File: src/rtl/rob_alloc_if.sv
// Dispatch <-> ROB allocation bundle: slot requests and commit count in,
// grants, entry addresses and occupancy status out.
// Handshake: req1_i/req2_i act as valid, dp1_o/dp2_o as same-cycle ready; an
// ungranted request is re-presented unchanged by dispatch until granted.
interface rob_alloc_if #(
  parameter int ROB_SEL = 6
);
  logic               req1_i;
  logic               req2_i;
  logic [1:0]         comnum_i;
  logic               flush_i;
  logic               dp1_o;
  logic               dp2_o;
  logic [ROB_SEL-1:0] dp1_addr_o;
  logic [ROB_SEL-1:0] dp2_addr_o;
  logic               stall_o;
  logic [ROB_SEL-1:0] head_o;
  logic [ROB_SEL:0]   free_cnt_o;
  logic               empty_o;
  logic               full_o;

  modport master (
    output req1_i, req2_i, comnum_i, flush_i,
    input  dp1_o, dp2_o, dp1_addr_o, dp2_addr_o, stall_o,
    input  head_o, free_cnt_o, empty_o, full_o
  );

  modport slave (
    input  req1_i, req2_i, comnum_i, flush_i,
    output dp1_o, dp2_o, dp1_addr_o, dp2_addr_o, stall_o,
    output head_o, free_cnt_o, empty_o, full_o
  );
endinterface

File: src/rtl/rob_alloc_ctrl.sv
// ROB allocation controller: grants up to two in-order entries per cycle from
// registered occupancy, tracks head/tail/count and rewinds the tail on flush.
module rob_alloc_ctrl #(
  parameter int ROB_NUM = 64,
  parameter int ROB_SEL = 6
) (
  input  logic        clk_i,
  input  logic        reset_i,
  rob_alloc_if.slave  dp_if
);
  localparam logic [ROB_SEL:0] ROB_NUM_C = (ROB_SEL+1)'(ROB_NUM);

  logic [ROB_SEL-1:0] head_q, head_d;
  logic [ROB_SEL-1:0] tail_q, tail_d;
  logic [ROB_SEL:0]   cnt_q, cnt_d;

  logic [1:0]         need;
  logic [ROB_SEL:0]   free_cnt;
  logic [ROB_SEL:0]   alloc;
  logic               grant_ok;
  logic               dp1, dp2, stall;

  // Grant decision uses only registered occupancy; same-cycle commits are not credited.
  always_comb begin
    free_cnt = ROB_NUM_C - cnt_q;
    need     = {1'b0, dp_if.req1_i} + {1'b0, dp_if.req1_i & dp_if.req2_i};
    grant_ok = ((ROB_SEL+1)'(need) <= free_cnt) && !dp_if.flush_i;
    dp1      = grant_ok && dp_if.req1_i;
    dp2      = grant_ok && dp_if.req1_i && dp_if.req2_i;
    stall    = !grant_ok && (need != 2'd0);
    alloc    = (ROB_SEL+1)'(dp1) + (ROB_SEL+1)'(dp2);
  end

  always_comb begin
    head_d = head_q + ROB_SEL'(dp_if.comnum_i);
    tail_d = tail_q + alloc[ROB_SEL-1:0];
    cnt_d  = cnt_q + alloc - (ROB_SEL+1)'(dp_if.comnum_i);
    // Flush keeps this cycle's retirements, then discards everything younger.
    if (dp_if.flush_i) begin
      tail_d = head_d;
      cnt_d  = '0;
    end
  end

  always_ff @(posedge clk_i) begin
    if (reset_i) begin
      head_q <= '0;
      tail_q <= '0;
      cnt_q  <= '0;
    end else begin
      head_q <= head_d;
      tail_q <= tail_d;
      cnt_q  <= cnt_d;
    end
  end

  assign dp_if.dp1_o      = dp1;
  assign dp_if.dp2_o      = dp2;
  assign dp_if.stall_o    = stall;
  assign dp_if.dp1_addr_o = tail_q;
  assign dp_if.dp2_addr_o = tail_q + ROB_SEL'(1);
  assign dp_if.head_o     = head_q;
  assign dp_if.free_cnt_o = free_cnt;
  assign dp_if.empty_o    = (cnt_q == '0);
  assign dp_if.full_o     = (cnt_q == ROB_NUM_C);
endmodule

File: src/flat_wrapper.sv
// flat-port wrapper written by rule: the top's interface ports become plain ports
module rob_alloc_ctrl_flat 
#(
  parameter int ROB_NUM = 64,
  parameter int ROB_SEL = 6
)
  (clk_i, reset_i, dp_if_req1_i, dp_if_req2_i, dp_if_comnum_i, dp_if_flush_i, dp_if_dp1_o, dp_if_dp2_o, dp_if_dp1_addr_o, dp_if_dp2_addr_o, dp_if_stall_o, dp_if_head_o, dp_if_free_cnt_o, dp_if_empty_o, dp_if_full_o);
  rob_alloc_if #(.ROB_SEL(ROB_SEL)) dp_if_i ();
  input  logic clk_i;
  input  logic reset_i;
  input wire logic [$bits(dp_if_i.req1_i)-1:0] dp_if_req1_i;
  input wire logic [$bits(dp_if_i.req2_i)-1:0] dp_if_req2_i;
  input wire logic [$bits(dp_if_i.comnum_i)-1:0] dp_if_comnum_i;
  input wire logic [$bits(dp_if_i.flush_i)-1:0] dp_if_flush_i;
  output wire logic [$bits(dp_if_i.dp1_o)-1:0] dp_if_dp1_o;
  output wire logic [$bits(dp_if_i.dp2_o)-1:0] dp_if_dp2_o;
  output wire logic [$bits(dp_if_i.dp1_addr_o)-1:0] dp_if_dp1_addr_o;
  output wire logic [$bits(dp_if_i.dp2_addr_o)-1:0] dp_if_dp2_addr_o;
  output wire logic [$bits(dp_if_i.stall_o)-1:0] dp_if_stall_o;
  output wire logic [$bits(dp_if_i.head_o)-1:0] dp_if_head_o;
  output wire logic [$bits(dp_if_i.free_cnt_o)-1:0] dp_if_free_cnt_o;
  output wire logic [$bits(dp_if_i.empty_o)-1:0] dp_if_empty_o;
  output wire logic [$bits(dp_if_i.full_o)-1:0] dp_if_full_o;
  assign dp_if_i.req1_i = dp_if_req1_i;
  assign dp_if_i.req2_i = dp_if_req2_i;
  assign dp_if_i.comnum_i = dp_if_comnum_i;
  assign dp_if_i.flush_i = dp_if_flush_i;
  assign dp_if_dp1_o = dp_if_i.dp1_o;
  assign dp_if_dp2_o = dp_if_i.dp2_o;
  assign dp_if_dp1_addr_o = dp_if_i.dp1_addr_o;
  assign dp_if_dp2_addr_o = dp_if_i.dp2_addr_o;
  assign dp_if_stall_o = dp_if_i.stall_o;
  assign dp_if_head_o = dp_if_i.head_o;
  assign dp_if_free_cnt_o = dp_if_i.free_cnt_o;
  assign dp_if_empty_o = dp_if_i.empty_o;
  assign dp_if_full_o = dp_if_i.full_o;
  rob_alloc_ctrl #(.ROB_NUM(ROB_NUM), .ROB_SEL(ROB_SEL)) u_core (.clk_i(clk_i), .reset_i(reset_i), .dp_if(dp_if_i));
endmodule
File: config.mk
export PLATFORM = sky130hd
export DESIGN_NAME = rob_alloc_ctrl_flat
export DESIGN_NICKNAME = d
export VERILOG_FILES = /design/src/rtl/rob_alloc_if.sv /design/src/rtl/rob_alloc_ctrl.sv /design/src/flat_wrapper.sv
export SDC_FILE = /design/constraint.sdc
export NUM_CORES = 1
export LEC_CHECK = 0
export CAP_MARGIN = 10
export CORE_AREA = 4 4 52 54
export DETAILED_ROUTE_END_ITERATION = 7
export DIE_AREA = 0 0 56 58
export DONT_BUFFER_PORTS = 1
export GPL_TIMING_DRIVEN = 0
export PLACE_DENSITY_LB_ADDON = 0.12
export SLEW_MARGIN = 0
export SYNTH_ARGS = -nofsm -noshare
export SYNTH_HDL_FRONTEND = slang
export SYNTH_SLANG_ARGS = --single-unit
File: constraint.sdc
create_clock -name clk_i -period 6.6 [get_ports clk_i]
set_input_delay 1.32 -clock clk_i [delete_from_list [all_inputs] [get_ports clk_i]]
set_output_delay 1.32 -clock clk_i [all_outputs]
set_load 0.01 [all_outputs]
* Yosys cells after proc, flatten, opt, wreduce, memory -nomap -nowiden *
Cells that the tools add are included.

operators by class
  order comparisons = 1
  $add $sub $neg = 8
  bitwise gates (word level) = 1
  reductions and logical operators = 9
  equal/unequal tests = 1
  multiplexer cells = 1

operators by type and width
  operator                                                       number
  7-bit adder                                                    1
  7-bit equality test, second input constant                     1
  2-bit by 7-bit <= comparator with 1-bit output                 1
  7-bit zero test                                                1
  7-bit by 2-bit subtractor with 7-bit output                    1
  7-bit subtractor, first input constant                         1
  6-bit by 1-bit adder with 6-bit output, second input constant  1
  6-bit by 2-bit adder with 6-bit output                         1
  6-bit adder                                                    1
  6-bit two-way mux                                              1
  1-bit by 1-bit adder with 2-bit output                         2
  1-bit logical AND                                              4
  1-bit zero test                                                2
  2-bit nonzero test                                             1
  2-bit OR reduction                                             1
  1-bit bitwise AND                                              1

storage, ports and cells
  output and inout port bits = 30
  register bits = 19

* Depth between registers and ports, before layout *
  depth after elaboration = 9
  mapped depth = 17
  mapped depth without buffers = 17

* Worst setup path after synthesis *
No wires, ideal clock.

  path kind = input to register
  start = input port dp_if_req1_i
  end = register u_core.cnt_q[6]
  cell stages on the path = 16
  slack = 2.163 ns
  setup time = 0.120 ns
  data arrival time = 4.317 ns
  path buffers = 0
  cells stage by stage = nand2_1 > inv_1 > ha_1 > nand2b_1 > a221o_1 > a2111oi_4 > a211oi_2 > xnor2_1 > ha_1 > inv_1 > fa_1 > nor2b_1 > o21ba_1 > o21bai_1 > and3_1 > a211o_1

between the ends
  longest elaborated chain between the ends = 9

ends and longest elaborated chain
  item                                             line                  text
  from (decl)                                      flat_wrapper.sv:11    input wire logic [$bits(dp_if_i.req1_i)-1:0] dp_if_req1_i;
  1-bit bitwise AND                                rob_alloc_ctrl.sv:26  need = {1'b0, dp_if.req1_i} + {1'b0, dp_if.req1_i & dp_if.req2_i};
  1-bit by 1-bit adder with 2-bit output           rob_alloc_ctrl.sv:26
  2-bit by 7-bit <= comparator with 1-bit output   rob_alloc_ctrl.sv:27  grant_ok = ((ROB_SEL+1)'(need) <= free_cnt) && !dp_if.flush_i;
  1-bit logical AND                                rob_alloc_ctrl.sv:27
  1-bit logical AND (*) (2 in a row)               rob_alloc_ctrl.sv:29  dp2 = grant_ok && dp_if.req1_i && dp_if.req2_i;
  named net dp_if_dp2_o                            flat_wrapper.sv:16    output wire logic [$bits(dp_if_i.dp2_o)-1:0] dp_if_dp2_o;
  1-bit by 1-bit adder with 2-bit output (*)       rob_alloc_ctrl.sv:31  alloc = (ROB_SEL+1)'(dp1) + (ROB_SEL+1)'(dp2);
  7-bit adder (*)                                  rob_alloc_ctrl.sv:37  cnt_d = cnt_q + alloc - (ROB_SEL+1)'(dp_if.comnum_i);
  7-bit by 2-bit subtractor with 7-bit output (*)  rob_alloc_ctrl.sv:37
  to (signal assigned)                             rob_alloc_ctrl.sv:53  cnt_q <= cnt_d;
  to (decl)                                        rob_alloc_ctrl.sv:15  logic [ROB_SEL:0] cnt_q, cnt_d;

Mark *: on every way through the listed nets, which the timed path passes. The rest lies on a longest branch.
A chain may end at the register's enable or synchronous reset.

* Worst setup path in the final report *
Same ends and word-level chain as after synthesis.

==> results.yml <==
layout:
  post_layout_nonfiller_instances: 194
  drive_gt1_share_pct: 7.229
  area.growth.synth_to_final_pct: 4.224
  num_antenna_cells: 0
  layout.area.seq_um2: 380.4
  stdcell_area_mm2: 0.001513
  multi_input_area_um2: 963.4
  fill_cells: 181
  number_of_nets_in_the_finished_design: 196
cts:
  hold_buffers: 0
  worst_setup_hold_path_clk_slew_ns: 0.11
  cts_made_buffers: 3
  clock_latency_ns: 0.30
  clock-sinks: 19
  clock_path_buffers: 2
  cts_max_level: 1
  cts_root_buffer: "sky130_fd_sc_hd__clkbuf_4"
  post_cts_buffers: 0
  tritoncts: "built"
  post_cts_resize_count: 0
synth:
  synthesis.yosys.warnings: 0
  ys_seq_area_share_pct: 26.21
  netlist_instances: 162
  synth.area.top_cells: "sky130_fd_sc_hd__dfxtp_1 (26%), sky130_fd_sc_hd__ha_1 (16%), sky130_fd_sc_hd__xnor2_1 (6.6%), sky130_fd_sc_hd__inv_1 (5.7%), sky130_fd_sc_hd__fa_1 (4.1%)"
  synth_flop_cell: "sky130_fd_sc_hd__dfxtp_1"
  yosys.cell_types.count: 42
  share_of_the_synthesized_area_in_the_top_cell_type_pct: 26.21
  number_of_synthesized_register_bits: 19
  synth.cell_area_mm2: 0.001451
  avgSynthCellArea_um2: 8.959
  synth_largest_area_cell: "sky130_fd_sc_hd__dfxtp_1"
  synth_enable_flop_cells: 0
  async_reset_ff_share_pct: 0
  syn-num-nets: 191
route:
  highest-signal-layer: "met4"
  route.vias.total: 1087
  wl_met2_mm: 1.408
  wl_met1_mm: 1.281
  remaining_drc_errors: 0
  total_wire_length_after_detailed_routing_mm: 2.896
  met3RoutedLength_um: 197
  antenna_violating_nets_post_route: 0
  firstDrtPassIters: 4
  detail_route.wl_per_cell_um: 14.93
  initialDrtViolationCount: 22
  via_per_inst: 5.603
die:
  std_cell_rows: 17
  placeableCoreArea_mm2: 0.002212
  fp.dieArea_mm2: 0.003248
  floorplan.die.width_um: 56
  initial_utilization_pct: 65.61
  num_io_pins: 37
  dieHeight_um: 58
critical_path:
  crit_path_cell_trace: "nand2_1 -> inv_1 -> ha_1 -> nand2b_1 -> a221o_1 -> a2111oi_4 -> a211oi_2 -> xnor2_1 -> ha_1 -> inv_1 -> fa_1 -> nor2b_1 -> o21ba_1 -> o21bai_1 -> and3_1 -> a211o_1"
  crit_path_max_fanout: 5
  cp-start-kind: "input pin"
  worst-r2r-cell-count: 17
  regToRegSetupSlack_ns: 2.34
  crit_path_end_kind: "flip-flop"
  cp.arrival_ns: 4.68
  crit_path_top_delay_cell: "sky130_fd_sc_hd__fa_1"
  timing_worst_setup_path_type: "input pin to flip-flop"
  critical_path.max_stage_delay_ns: 0.45
  worst-endpoint-required_ns: 6.80
sta:
  relative_slew_slack_pct: 55.19
  final.setup.tns_ns: 0
  max_freq_ghz: 0.2230
  tightest_slew_ns: 0.6709
  post-route-min-period_ns: 4.485
  final-hold-violation-count: 0
  fin_worst_skew_ns: 0.005047
  post-route-period-util_pct: 67.95
  final-setup-viol-count: 0
  report.final.slew_viol_count: 0
  unrepaired_setup_endpoints_after_global_routing: "no"
outcome:
  run_status: "complete, no violations"
global_route:
  grt.total_usage_pct: 18.77
  first_global_vias: 1087
  grt_start_max_net_pins: 11
  globalRoute.totalOverflow: 0
  grt_antenna_before_repair: 0
  grt_pass1_wl_mm: 4.864
pwr:
  internal_power_consumption_mw: 0.2327
  power.switching_fraction_pct: 42.50
  power_frac_seq_pct: 38.0
  power_density_mw_per_mm2: 267.6
  p_leak_nw: 0.7053
  net-switching-power_mw: 0.1720
  clockPowerShare_pct: 14.8
  ir_drop_worst_case_vdd_mv: 0.2112
  combinationalPowerShare_pct: 47.2
placement:
  gp_congestion: 0.7533
  hpwlAfterDp_mm: 2.333
  placedCellCount: 190
  placed_area_mm2: 0.001486
  port_buffers: 0
flow_run:
  max_cap_violations: 0
worst_hold_path:
  hold_path_depth: 2
  class_of_the_tightest_hold_or_removal_check: "flip-flop to flip-flop"
critical path, delay by kind of cell:
family                     cells  cell delay, ns
and+or+nand+nor                4            0.53
buffers and inverters          2            0.11
xor gates and xnor gates       1            0.18
AOI/OAI and AO/OA              6            1.44
adders and majority gates      3            1.10
layout make-up:
| type | instances | share of cell area [%] |
|---|---|---|
| multi-input combinational | 116 | 63.69 |
| sequential | 19 | 25.14 |
| inverter | 22 | 5.459 |
| tap | 28 | 2.316 |
| clock buffer | 4 | 1.737 |
| buffer | 5 | 1.654 |
layer usage:
metal / GRT usage (%) / up-vias
li1: - / 553
met1: 22.40 / 504
met2: 31.72 / 28
met3: 7.572 / 2
met4: 4.407 / 0
met5: 0 / -
stage by stage:
stage,total power [mW],worst slack (ns),utilization [%],hold slack [ns]
2_1_floorplan,0.3130,2.163,-,0.5393
3_3_place_gp,0.3386,1.947,67.19,0.5864
3_5_place_dp,0.3468,1.831,67.19,0.6026
4_1_cts,0.4076,2.146,68.38,0.6174
5_1_grt,0.4371,1.975,68.38,0.6471
6_report,0.4047,2.115,68.38,0.6121
cell families after synthesis:
group | after synthesis | share of synthesized area (%)
flip-flops | 19 | 26.21
AND/OR/NAND/NOR | 50 | 18.45
AO/OA/AOI/OAI | 23 | 13.53
adder cells (fa/ha/maj) | 22 | 20.52
multiplexers | 2 | 1.379
buffers and inverters | 27 | 7.414
XOR/XNOR | 19 | 12.50
Yosys cell counts, drive strengths merged, types with 2 or more instances:
cell    count
xor2        6
fa          3
nor2b       6
nand2b      2
mux2i       2
a21o        2
ha         19
o22a        3
and3        4
a21oi       5
nor2       13
and2        3
clkbuf      2
nand3       6
a211oi      2
xnor2      13
nor3        4
buf         3
dfxtp      19
inv        22
o21bai      2
nand2       5
state kept, by name (all words and copies together) (netlist names):
signal	count
u_core.dp_if.dp1_addr_o	6
u_core.dp_if.head_o	6
u_core.cnt_q	7
power groups by stage:
stage | Sequential [mW] | Clock [mW] | Combinational, mW
6_report | 0.154 | 0.0598 | 0.191
4_1_cts | 0.154 | 0.0624 | 0.191
3_3_place_gp | 0.156 | 0 | 0.183
2_1_floorplan | 0.152 | 0 | 0.161
5_1_grt | 0.158 | 0.0673 | 0.212
3_5_place_dp | 0.157 | 0 | 0.190
placed cells by master (no fill, tap or decap), types with 4 or more instances in the layout:
master                     n
sky130_fd_sc_hd__a21oi_1   5
sky130_fd_sc_hd__and3_1    4
sky130_fd_sc_hd__dfxtp_1  19
sky130_fd_sc_hd__ha_1     19
sky130_fd_sc_hd__inv_1    22
sky130_fd_sc_hd__nand2_1   5
sky130_fd_sc_hd__nand3_1   6
sky130_fd_sc_hd__nor2_1   13
sky130_fd_sc_hd__nor2b_1   6
sky130_fd_sc_hd__xnor2_1  11
sky130_fd_sc_hd__xor2_1    6
final timing paths:
| kind | to | start |
|---|---|---|
| worst max-delay path | u_core.cnt_q[6]$_SDFF_PP0_ | dp_if_req1_i |
| worst min-delay path | u_core.dp_if.head_o[4]$_SDFF_PP0_ | u_core.dp_if.head_o[4]$_SDFF_PP0_ |
| worst max register to register | u_core.cnt_q[6]$_SDFF_PP0_ | u_core.cnt_q[0]$_SDFF_PP0_ |
| worst min register to register | u_core.dp_if.head_o[4]$_SDFF_PP0_ | u_core.dp_if.head_o[4]$_SDFF_PP0_ |
No activity file was read; power rests on OpenSTA's default activity.
